===== src/rtl/seven_seg_pkg.sv =====
// Shared display constants: segment patterns for BCD 0..9, the invalid-digit
// code, and the scan-capture state encoding.
package seven_seg_pkg;

  localparam logic [7:0] SEG_0 = 8'hEB;
  localparam logic [7:0] SEG_1 = 8'h28;
  localparam logic [7:0] SEG_2 = 8'hB3;
  localparam logic [7:0] SEG_3 = 8'hBA;
  localparam logic [7:0] SEG_4 = 8'h78;
  localparam logic [7:0] SEG_5 = 8'hDA;
  localparam logic [7:0] SEG_6 = 8'hDB;
  localparam logic [7:0] SEG_7 = 8'hA8;
  localparam logic [7:0] SEG_8 = 8'hFB;
  localparam logic [7:0] SEG_9 = 8'hFA;

  localparam logic [3:0] BCD_INVALID = 4'hF;

  typedef enum logic [1:0] {
    WAIT   = 2'd0,
    SETTLE = 2'd1,
    HELD   = 2'd2
  } state_e;

endpackage


===== src/rtl/seg_to_bcd.sv =====
// Combinational inverse of the BCD-to-segment encoder: returns {illegal, bcd}.
module seg_to_bcd
  import seven_seg_pkg::*;
(
  input  logic [7:0] i_seg,
  output logic [4:0] o_code
);

  // Table lookup; anything outside the ten legal glyphs (blank included) is invalid
  always_comb begin
    o_code = {1'b1, BCD_INVALID};
    case (i_seg)
      SEG_0:   o_code = {1'b0, 4'd0};
      SEG_1:   o_code = {1'b0, 4'd1};
      SEG_2:   o_code = {1'b0, 4'd2};
      SEG_3:   o_code = {1'b0, 4'd3};
      SEG_4:   o_code = {1'b0, 4'd4};
      SEG_5:   o_code = {1'b0, 4'd5};
      SEG_6:   o_code = {1'b0, 4'd6};
      SEG_7:   o_code = {1'b0, 4'd7};
      SEG_8:   o_code = {1'b0, 4'd8};
      SEG_9:   o_code = {1'b0, 4'd9};
      default: o_code = {1'b1, BCD_INVALID};
    endcase
  end

endmodule


===== src/rtl/seven_seg_scan_decoder.sv =====
// Recovers BCD digits from a multiplexed seven-segment bus: synchronise, wait
// for each digit slot to settle, decode, and publish a frame once all are seen.
module seven_seg_scan_decoder
  import seven_seg_pkg::*;
#(
  parameter int NUM_DIGITS    = 4,
  parameter int STABLE_CYCLES = 8,
  parameter int CNT_W         = $clog2(STABLE_CYCLES + 1)
) (
  input  logic                    clk,
  input  logic                    rst_n,
  input  logic [7:0]              seg_in,
  input  logic [NUM_DIGITS-1:0]   dig_sel,
  output logic [4*NUM_DIGITS-1:0] bcd_out,
  output logic [NUM_DIGITS-1:0]   invalid_out,
  output logic                    frame_valid,
  output logic                    sel_err
);

  localparam logic [CNT_W-1:0] CNT_MAX = CNT_W'(STABLE_CYCLES);
  localparam logic [CNT_W-1:0] CNT_ONE = CNT_W'(1);

  logic [7:0]              r_seg_meta;
  logic [7:0]              r_seg_s;
  logic [NUM_DIGITS-1:0]   r_sel_meta;
  logic [NUM_DIGITS-1:0]   r_sel_s;
  logic [7:0]              r_prev_seg;
  logic [NUM_DIGITS-1:0]   r_prev_sel;
  logic [CNT_W-1:0]        r_cnt;
  state_e                  r_state;
  logic [4*NUM_DIGITS-1:0] r_shadow_bcd;
  logic [NUM_DIGITS-1:0]   r_shadow_inv;
  logic [NUM_DIGITS-1:0]   r_mask;

  logic                    w_changed;
  logic                    w_new_onehot;
  logic                    w_prev_multi;
  logic                    w_capture;
  logic [NUM_DIGITS-1:0]   w_cap_mask;
  logic [4:0]              w_code;

  // The stable pair lives in r_prev_*, so that is what gets decoded on capture
  seg_to_bcd u_seg_to_bcd (
    .i_seg  (r_prev_seg),
    .o_code (w_code)
  );

  // Two-flop synchronisers for the asynchronous display pins
  always_ff @(posedge clk or negedge rst_n) begin
    if (!rst_n) begin
      r_seg_meta <= 8'h00;
      r_seg_s    <= 8'h00;
      r_sel_meta <= '0;
      r_sel_s    <= '0;
    end else begin
      r_seg_meta <= seg_in;
      r_seg_s    <= r_seg_meta;
      r_sel_meta <= dig_sel;
      r_sel_s    <= r_sel_meta;
    end
  end

  // Capture fires off the registered count, so the sample arriving on the
  // capture edge may already differ without cancelling the settled digit.
  always_comb begin
    w_changed    = (r_seg_s != r_prev_seg) || (r_sel_s != r_prev_sel);
    w_new_onehot = $onehot(r_sel_s);
    w_prev_multi = (r_prev_sel != '0) && !$onehot(r_prev_sel);
    w_capture    = (r_state == SETTLE) && (r_cnt == CNT_MAX);
    w_cap_mask   = w_capture ? r_prev_sel : '0;
  end

  // Dwell tracking: previous pair, stability count, slot state, select error
  always_ff @(posedge clk or negedge rst_n) begin
    if (!rst_n) begin
      r_prev_seg <= 8'h00;
      r_prev_sel <= '0;
      r_cnt      <= '0;
      r_state    <= WAIT;
      sel_err    <= 1'b0;
    end else begin
      r_prev_seg <= r_seg_s;
      r_prev_sel <= r_sel_s;

      if (w_changed) begin
        r_cnt <= CNT_ONE;
      end else if (r_cnt != CNT_MAX) begin
        r_cnt <= r_cnt + CNT_ONE;
      end

      if ((r_state == WAIT) && w_prev_multi && (r_cnt == CNT_MAX)) begin
        sel_err <= 1'b1;
      end

      case (r_state)
        WAIT: begin
          if (w_changed && w_new_onehot) begin
            r_state <= SETTLE;
          end
        end
        SETTLE: begin
          if (w_changed) begin
            r_state <= w_new_onehot ? SETTLE : WAIT;
          end else if (r_cnt == CNT_MAX) begin
            r_state <= HELD;
          end
        end
        HELD: begin
          if (w_changed) begin
            r_state <= w_new_onehot ? SETTLE : WAIT;
          end
        end
        default: r_state <= WAIT;
      endcase
    end
  end

  // Shadow capture and frame publication; a capture on the publish edge seeds the next frame
  always_ff @(posedge clk or negedge rst_n) begin
    if (!rst_n) begin
      r_shadow_bcd <= '0;
      r_shadow_inv <= '0;
      r_mask       <= '0;
      bcd_out      <= '0;
      invalid_out  <= '0;
      frame_valid  <= 1'b0;
    end else begin
      for (int i = 0; i < NUM_DIGITS; i++) begin
        if (w_cap_mask[i]) begin
          r_shadow_bcd[4*i +: 4] <= w_code[3:0];
          r_shadow_inv[i]        <= w_code[4];
        end
      end

      if (&r_mask) begin
        bcd_out     <= r_shadow_bcd;
        invalid_out <= r_shadow_inv;
        frame_valid <= 1'b1;
        r_mask      <= w_cap_mask;
      end else begin
        frame_valid <= 1'b0;
        r_mask      <= r_mask | w_cap_mask;
      end
    end
  end

endmodule


===== config.mk =====
export PLATFORM = sky130hd
export DESIGN_NAME = seven_seg_scan_decoder
export DESIGN_NICKNAME = d
export VERILOG_FILES = /design/src/rtl/seven_seg_pkg.sv /design/src/rtl/seg_to_bcd.sv /design/src/rtl/seven_seg_scan_decoder.sv
export SDC_FILE = /design/constraint.sdc
export NUM_CORES = 1
export LEC_CHECK = 0
export ABC_AREA = 1
export BUFFER_PORTS_ARGS = -buffer_cell sky130_fd_sc_hd__buf_4
export CAP_MARGIN = 20
export CORE_MARGIN = 1.5
export CORE_UTILIZATION = 62
export CTS_CLUSTER_DIAMETER = 30
export CTS_CLUSTER_SIZE = 25
export DETAILED_ROUTE_END_ITERATION = 8
export HOLD_SLACK_MARGIN = 0.05
export PLACE_DENSITY_LB_ADDON = 0.1
export SYNTH_ARGS = -nofsm -noshare
export SYNTH_HDL_FRONTEND = slang
export SYNTH_SLANG_ARGS = --single-unit

===== constraint.sdc =====
create_clock -name clk -period 3.39 [get_ports clk]
set_input_delay 0.339 -clock clk [delete_from_list [all_inputs] [get_ports clk]]
set_output_delay 0.339 -clock clk [all_outputs]
set_load 0.03 [all_outputs]

==> reports/results.md, run 1 <==
• **outcome** finished clean
• **fraction of the yosys area taken by sequential cells** 62.6%
• **leading cell type in the layout, fill and taps excluded** nand2_1
• **number of flip-flops and latches in the synthesized netlist** 88
• **number of top-level pins** 36
• **number of antenna-violating nets in the routed design** 0
• **start-to-end type of the worst setup path** reg2reg
• **NumNets Final** 405
• **initial antenna violation count** 0
• **flip-flop and latch area** 2200 um2
• **count of final setup violators** 0
• **Post-Place Cell Area** 3850 um2
• **Sw Share** 22.1%
• **detailed placer's ending HPWL** 3960 um
• **net count of the mapped netlist** 358
• **core footprint** 5470 um2
• **number of antenna diodes** 0
• **Starting Density** 64.2%
• **synthesized cell area** 3520 um2
• **Post-Layout Cell Count** 458
• **number of buffers between clock root and the deepest sink** 2
• **clock transition at the register clock pins on the worst setup and hold paths after CTS** 0.08 ns
• **Clock Skews** 0.0109 ns
• **clock tree from TritonCTS** yes
• **Synth area leader** dfrtp_1
• **drt pass-1 iters** 4
• **grt ovf** 0
• **last weighted congestion value of the routability-driven placer** 0.839
• **routed wire length** 5750 um
• **aggregate negative setup slack** 0 ns
• **combined global-route utilization of all metal layers** 21.7%
• **number of CTS-inserted buffers** 9
• **area of the die** 6130 um2
• **switching pwr** 416 uW
• **first-pass GRT wire length** 9960 um
• **Max-Slew Margin vs Limit** 51.8%
• **cell count after synthesis** 335
• **timing-limited maximum frequency** 0.434 GHz
• **deepest level of the CTS H-tree** 3
• **share of post-route cells with drive strength above 1** 19.9%
• **final cycle utilization of the critical path** 68.0%
• **DR iter-0 viols** 135
• **post-synthesis area per instance** 10.5 um2
• **clock root buffer master** clkbuf_8
• **Post-Layout Inst Area** 4080 um2
• **clock network latency to the later pin of the worst-skew pair** 0.35 ns
• **Avg Vias per Cell** 4.92
• **count of buffers added by post-CTS timing repair for setup** 0
• **total DRC errors in the routed layout** 0
• **count of fill cells added during filler insertion** 392
• **slew at the pin closest to its max-slew limit** 0.717 ns
• **area fraction of the dominant cell type after synthesis** 62.6%
• **Reg power frac** 57.8%
• **data arrival time of the critical path** 2.58 ns
• **power density cells** 462 nW/um2
• **count of cell types in the netlist** 25
• **combinational share of power** 5.5%
• **category of the worst setup path launch point** register
• **Leakage Power** 2.20 nW
• **Pint** 1.47 mW
• **number of max-cap violations** 0
• **count of standard-cell rows** 27
• **area of the multi-input gates** 1130 um2
• **final worst path period need** 2.30 ns
• **Hold Violations, Final** 0
• **VDD IR max** 0.486 mV
• **worst path required time** 3.66 ns
• **top cells by area, synth** dfrtp_1, nand2_1, mux2_2
• **sinks on the clock net** 88
• **RSZ-0062 raised after global routing** false
• **Placed Cells incl. Taps** 441
• **maximum number of pins on one net before global-route repair** 89
• **routed len/inst** 12.6 um
• **Die Span Y** 78.3 um
• **clock group share of total power** 36.7%
• **top library cells by usage in the layout, fill and taps aside** nand2_1, dfrtp_1, inv_1, buf_4, nor2_1
• **peak fanout along the critical path** 3
• **Port-buffer cells** 35
• **vias in the first global route** 2218
• **worst hold path class** in2reg
• **horizontal extent of the die** 78.3 um
• **element type at the critical path end** register
• **growth of design area from synthesis to finish** 16.0%
• **total via count in the routed design** 2253
• **number of synthesis warnings** 0
• **Pins Over Slew Limit** 0
==> registers in the layout, indices dropped and copies added (netlist names) <==
name,cells
r_shadow_inv,4
r_prev_sel,4
sel_err,1
r_seg_s,8
r_prev_seg,8
r_sel_meta,4
r_state,2
r_shadow_bcd,16
r_mask,4
r_cnt,4
r_seg_meta,8
bcd_out,16
r_sel_s,4
invalid_out,4
frame_valid,1
==> final timing paths <==
kind	start	endpoint	slack, ns	depth (start not counted)
setup / recovery	r_sel_s[0]	r_state[1]	1.09	11
hold / removal	seg_in[4]	r_seg_meta[4]	0.09	1
setup reg to reg	r_sel_s[0]	r_state[1]	1.09	11
hold reg to reg	r_seg_meta[7]	r_seg_s[7]	0.35	0
max in group asynchronous	rst_n	r_seg_s[6]	2.28	3
min in group asynchronous	rst_n	r_cnt[2]	0.50	2
==> power groups by stage <==
stage / sequential (mW) / clock (mW) / combinational [mW]
2_1_floorplan: 1.11 / 0 / 0.0559
3_3_place_gp: 1.11 / 0 / 0.0955
3_5_place_dp: 1.11 / 0 / 0.0997
4_1_cts: 1.09 / 0.707 / 0.101
5_1_grt: 1.09 / 0.752 / 0.122
6_report: 1.09 / 0.690 / 0.104
==> synth_stat cells <==
master and count:
xor2_1 1, o21bai_1 2, dfrtp_1 88, nand3_1 11
nor4_1 1, nand3b_4 1, inv_1 41, nand2_1 106
nor4_4 1, o21ai_0 9, o31ai_1 1, fa_1 2
nor2_1 26, ha_1 7, xnor2_1 4, nor3b_1 1
o211ai_1 1, mux2_2 20, buf_6 2, inv_2 1
nand3_2 1, a21oi_1 4, or2_2 1, nor3_1 2
nor3_2 1
==> layer usage <==
metal	track usage, %	up-vias	routed length (um)
li1	-	1131	-
met1	27.7	1055	2600
met2	34.9	56	2790
met3	5.23	11	229
met4	10.9	0	130
met5	0	-	0
==> cells by family (layout without fill, tap and decap cells) <==
kind of cell	after synthesis	count (layout)	share of synthesized area (%)
AND/OR/NAND/NOR	152	152	18.3
flip-flops	88	88	62.6
buffers and inverters	44	95	5.12
multiplexers	20	20	6.41
AO/OA/AOI/OAI	17	17	2.70
adder cells (fa/ha/maj)	9	9	3.63
XOR/XNOR	5	5	1.25
==> metrics by stage <==
stage	utilization [%]	power [mW]	hold slack, ns	setup WS, ns
2_1_floorplan	-	1.16	0.0434	1.32
3_3_place_gp	70.4	1.20	0.331	1.26
3_5_place_dp	70.4	1.21	0.335	1.14
4_1_cts	73.8	1.90	0.0798	1.10
5_1_grt	74.5	1.97	0.0743	0.869
6_report	74.5	1.88	0.0926	1.09
==> what timing repair did <==
action                                  in CTS  in global routing
gates resized for setup                      0                  0
endpoints found under the setup margin       0                  0
hold endpoints to repair                     0                 39
hold buffers                                 0                  1
==> area by class of cell <==
cell class	count	area share (%)
multi-input combinational	203	27.8
timing repair buffer	38	7.55
sequential	88	54.0
clock buffer	11	3.47
tap	72	2.21
inverter	42	3.87
clock inverter	4	1.10
==> worst max-delay path, cell delays in order (launching register included) <==
cell and delay, ns:
dfrtp_1 0.37, inv_1 0.08, fa_1 0.54, inv_1 0.04, ha_1 0.17, ha_1 0.26, nor3b_1 0.27, or2_2 0.16
nand2_1 0.07, nand2_1 0.08, nand2_1 0.05, a21oi_1 0.13
Note: power is estimated with default switching activity, not from simulation.
==> run 2, diff against run 1 <==
--- a/config.mk
+++ b/config.mk
@@ -9,7 +9,7 @@
 export BUFFER_PORTS_ARGS = -buffer_cell sky130_fd_sc_hd__buf_4
 export CAP_MARGIN = 20
 export CORE_MARGIN = 1.5
-export CORE_UTILIZATION = 62
+export CORE_UTILIZATION = 58
 export CTS_CLUSTER_DIAMETER = 30
 export CTS_CLUSTER_SIZE = 25
 export DETAILED_ROUTE_END_ITERATION = 8
==> constraint.sdc (replaced) <==
create_clock -name clk -period 2.3 [get_ports clk]
set_input_delay 0.23 -clock clk [delete_from_list [all_inputs] [get_ports clk]]
set_output_delay 0.23 -clock clk [all_outputs]
set_load 0.03 [all_outputs]
==> reports/results.md, run 2 (synthesized netlist as in run 1, its figures left out) <==
• **deepest level of the CTS H-tree** 3
• **Die Span Y** 80.9 um
• **NumNets Final** 419
• **top library cells by usage in the layout, fill and taps aside** nand2_1, dfrtp_1, inv_1, buf_4, nor2_1
• **Worst path slowest cell** fa_1
• **clock tree from TritonCTS** yes
• **number of buffers between clock root and the deepest sink** 2
• **core footprint** 5890 um2
• **Starting Density** 59.7%
• **initial antenna violation count** 0
• **combined global-route utilization of all metal layers** 20.8%
• **timing-limited maximum frequency** 0.476 GHz
• **number of CTS-inserted buffers** 9
• **start-to-end type of the worst setup path** reg2reg
• **area of the die** 6540 um2
• **number of antenna-violating nets in the routed design** 0
• **Pins Over Slew Limit** 0
• **clock transition at the register clock pins on the worst setup and hold paths after CTS** 0.09 ns
• **aggregate negative setup slack** 0 ns
• **routed len/inst** 12.5 um
• **leading cell type in the layout, fill and taps excluded** nand2_1
• **worst path required time** 2.59 ns
• **total via count in the routed design** 2359
• **Hold Violations, Final** 0
• **drt pass-1 iters** 5
• **total DRC errors in the routed layout** 0
• **Port-buffer cells** 35
• **count of standard-cell rows** 28
• **growth of design area from synthesis to finish** 21.1%
• **final cycle utilization of the critical path** 91.4%
• **last weighted congestion value of the routability-driven placer** 0.861
• **count of final setup violators** 0
• **DR iter-0 viols** 86
• **CP peak stage delay** 0.53 ns
• **total chip power** 2.93 mW
• **outcome** finished clean
• **Max-Slew Margin vs Limit** 58.3%
• **grt ovf** 0
• **VDD IR max** 0.526 mV
• **clock network latency to the later pin of the worst-skew pair** 0.35 ns
• **maximum number of pins on one net before global-route repair** 51
• **Clock Skews** 0.00958 ns
• **horizontal extent of the die** 80.9 um
• **first-pass GRT wire length** 10100 um
• **final worst path period need** 2.10 ns
• **worst hold path class** reg2reg
• **number of antenna diodes** 0
• **R2R Setup Slk** 0.20 ns
• **routed wire length** 5960 um
• **peak fanout along the critical path** 2
• **largest registers ranked by flip-flop count** bcd_out x16, r_shadow_bcd x16
• **RSZ-0062 raised after global routing** false
• **number of max-cap violations** 0
• **category of the worst setup path launch point** register
• **share of post-route cells with drive strength above 1** 21.7%
• **data arrival time of the critical path** 2.39 ns
• **clock root buffer master** clkbuf_8
• **Avg Vias per Cell** 4.96
• **slew at the pin closest to its max-slew limit** 0.626 ns
• **element type at the critical path end** register
• **number of top-level pins** 36
• **detailed placer's ending HPWL** 4120 um
• **sinks on the clock net** 88
• **vias in the first global route** 2254
• **critical path cell sequence** inv_1 -> fa_1 -> inv_1 -> ha_2 -> ha_4 -> nor3b_2 -> or2_4 -> nand2_2 -> nand2_1 -> nand2_1 -> a21oi_2
• **power density cells** 688 nW/um2
• **Leakage Power** 2.26 nW
run 2: worst max-delay path, delay by kind of cell, from the launching register on:
family	cells	cell delay, ns
buffers and inverters	2	0.11
adder cells (fa/ha/maj)	3	0.94
flip-flops	1	0.35
AO/OA/AOI/OAI	1	0.13
AND/OR/NAND/NOR	5	0.52
run 2: worst paths after layout:
| path | startpoint | end | depth (start not counted) |
|---|---|---|---|
| min reg2reg | r_seg_meta[7] | r_seg_s[7] | 0 |
| max reg2reg | r_sel_s[1] | r_state[1] | 11 |
| min in group asynchronous | rst_n | r_cnt[2] | 2 |
| max | r_sel_s[1] | r_state[1] | 11 |
| max in group asynchronous | rst_n | bcd_out[0] | 3 |
| min | r_seg_meta[7] | r_seg_s[7] | 0 |
run 2: final cells by class:
| type | instances | area [um2] |
|---|---|---|
| Sequential cell | 88 | 2200 |
| Fill cell | 421 | 1630 |
| Multi-Input combinational cell | 203 | 1160 |
| Timing Repair Buffer | 52 | 423 |
| Inverter | 42 | 158 |
| Clock buffer | 9 | 124 |
| Clock inverter | 7 | 95.1 |
| Tap cell | 75 | 93.8 |
run 2: routing by layer:
layer	track usage, %	wire, um	vias up
li1	-	-	1162
met1	26.2	2720	1142
met2	34.7	2920	41
met3	3.71	193	14
met4	10.2	121	0
met5	0	0	-
run 2: report_power, final:
group	switching (mW)	internal, mW	total, mW	leakage [nW]
logic	0.0996	0.0792	0.179	1.01
clock network	0.535	0.613	1.15	0.110
registers	0.0226	1.58	1.60	1.14
run 2: through the flow:
stage / worst slack (ns) / cell area (um2) / hold WS [ns] / instances / util (%)
2_1_floorplan: 0.232 / 3520 / -0.0656 / 335 / -
3_3_place_gp: 0.163 / 3870 / 0.283 / 446 / 65.8
3_5_place_dp: 0.0795 / 3870 / 0.292 / 446 / 65.8
4_1_cts: 0.0673 / 4220 / 0.355 / 475 / 71.7
5_1_grt: 0.0246 / 4260 / 0.357 / 476 / 72.3
6_report: 0.198 / 4260 / 0.352 / 476 / 72.3
run 2: timing repair:
item,4_1_cts,5_1_grt
setup buffers,0,1
endpoints found under the setup margin,0,1
endpoints found under the hold margin,60,0
resized for setup,0,7
hold buffers,13,0
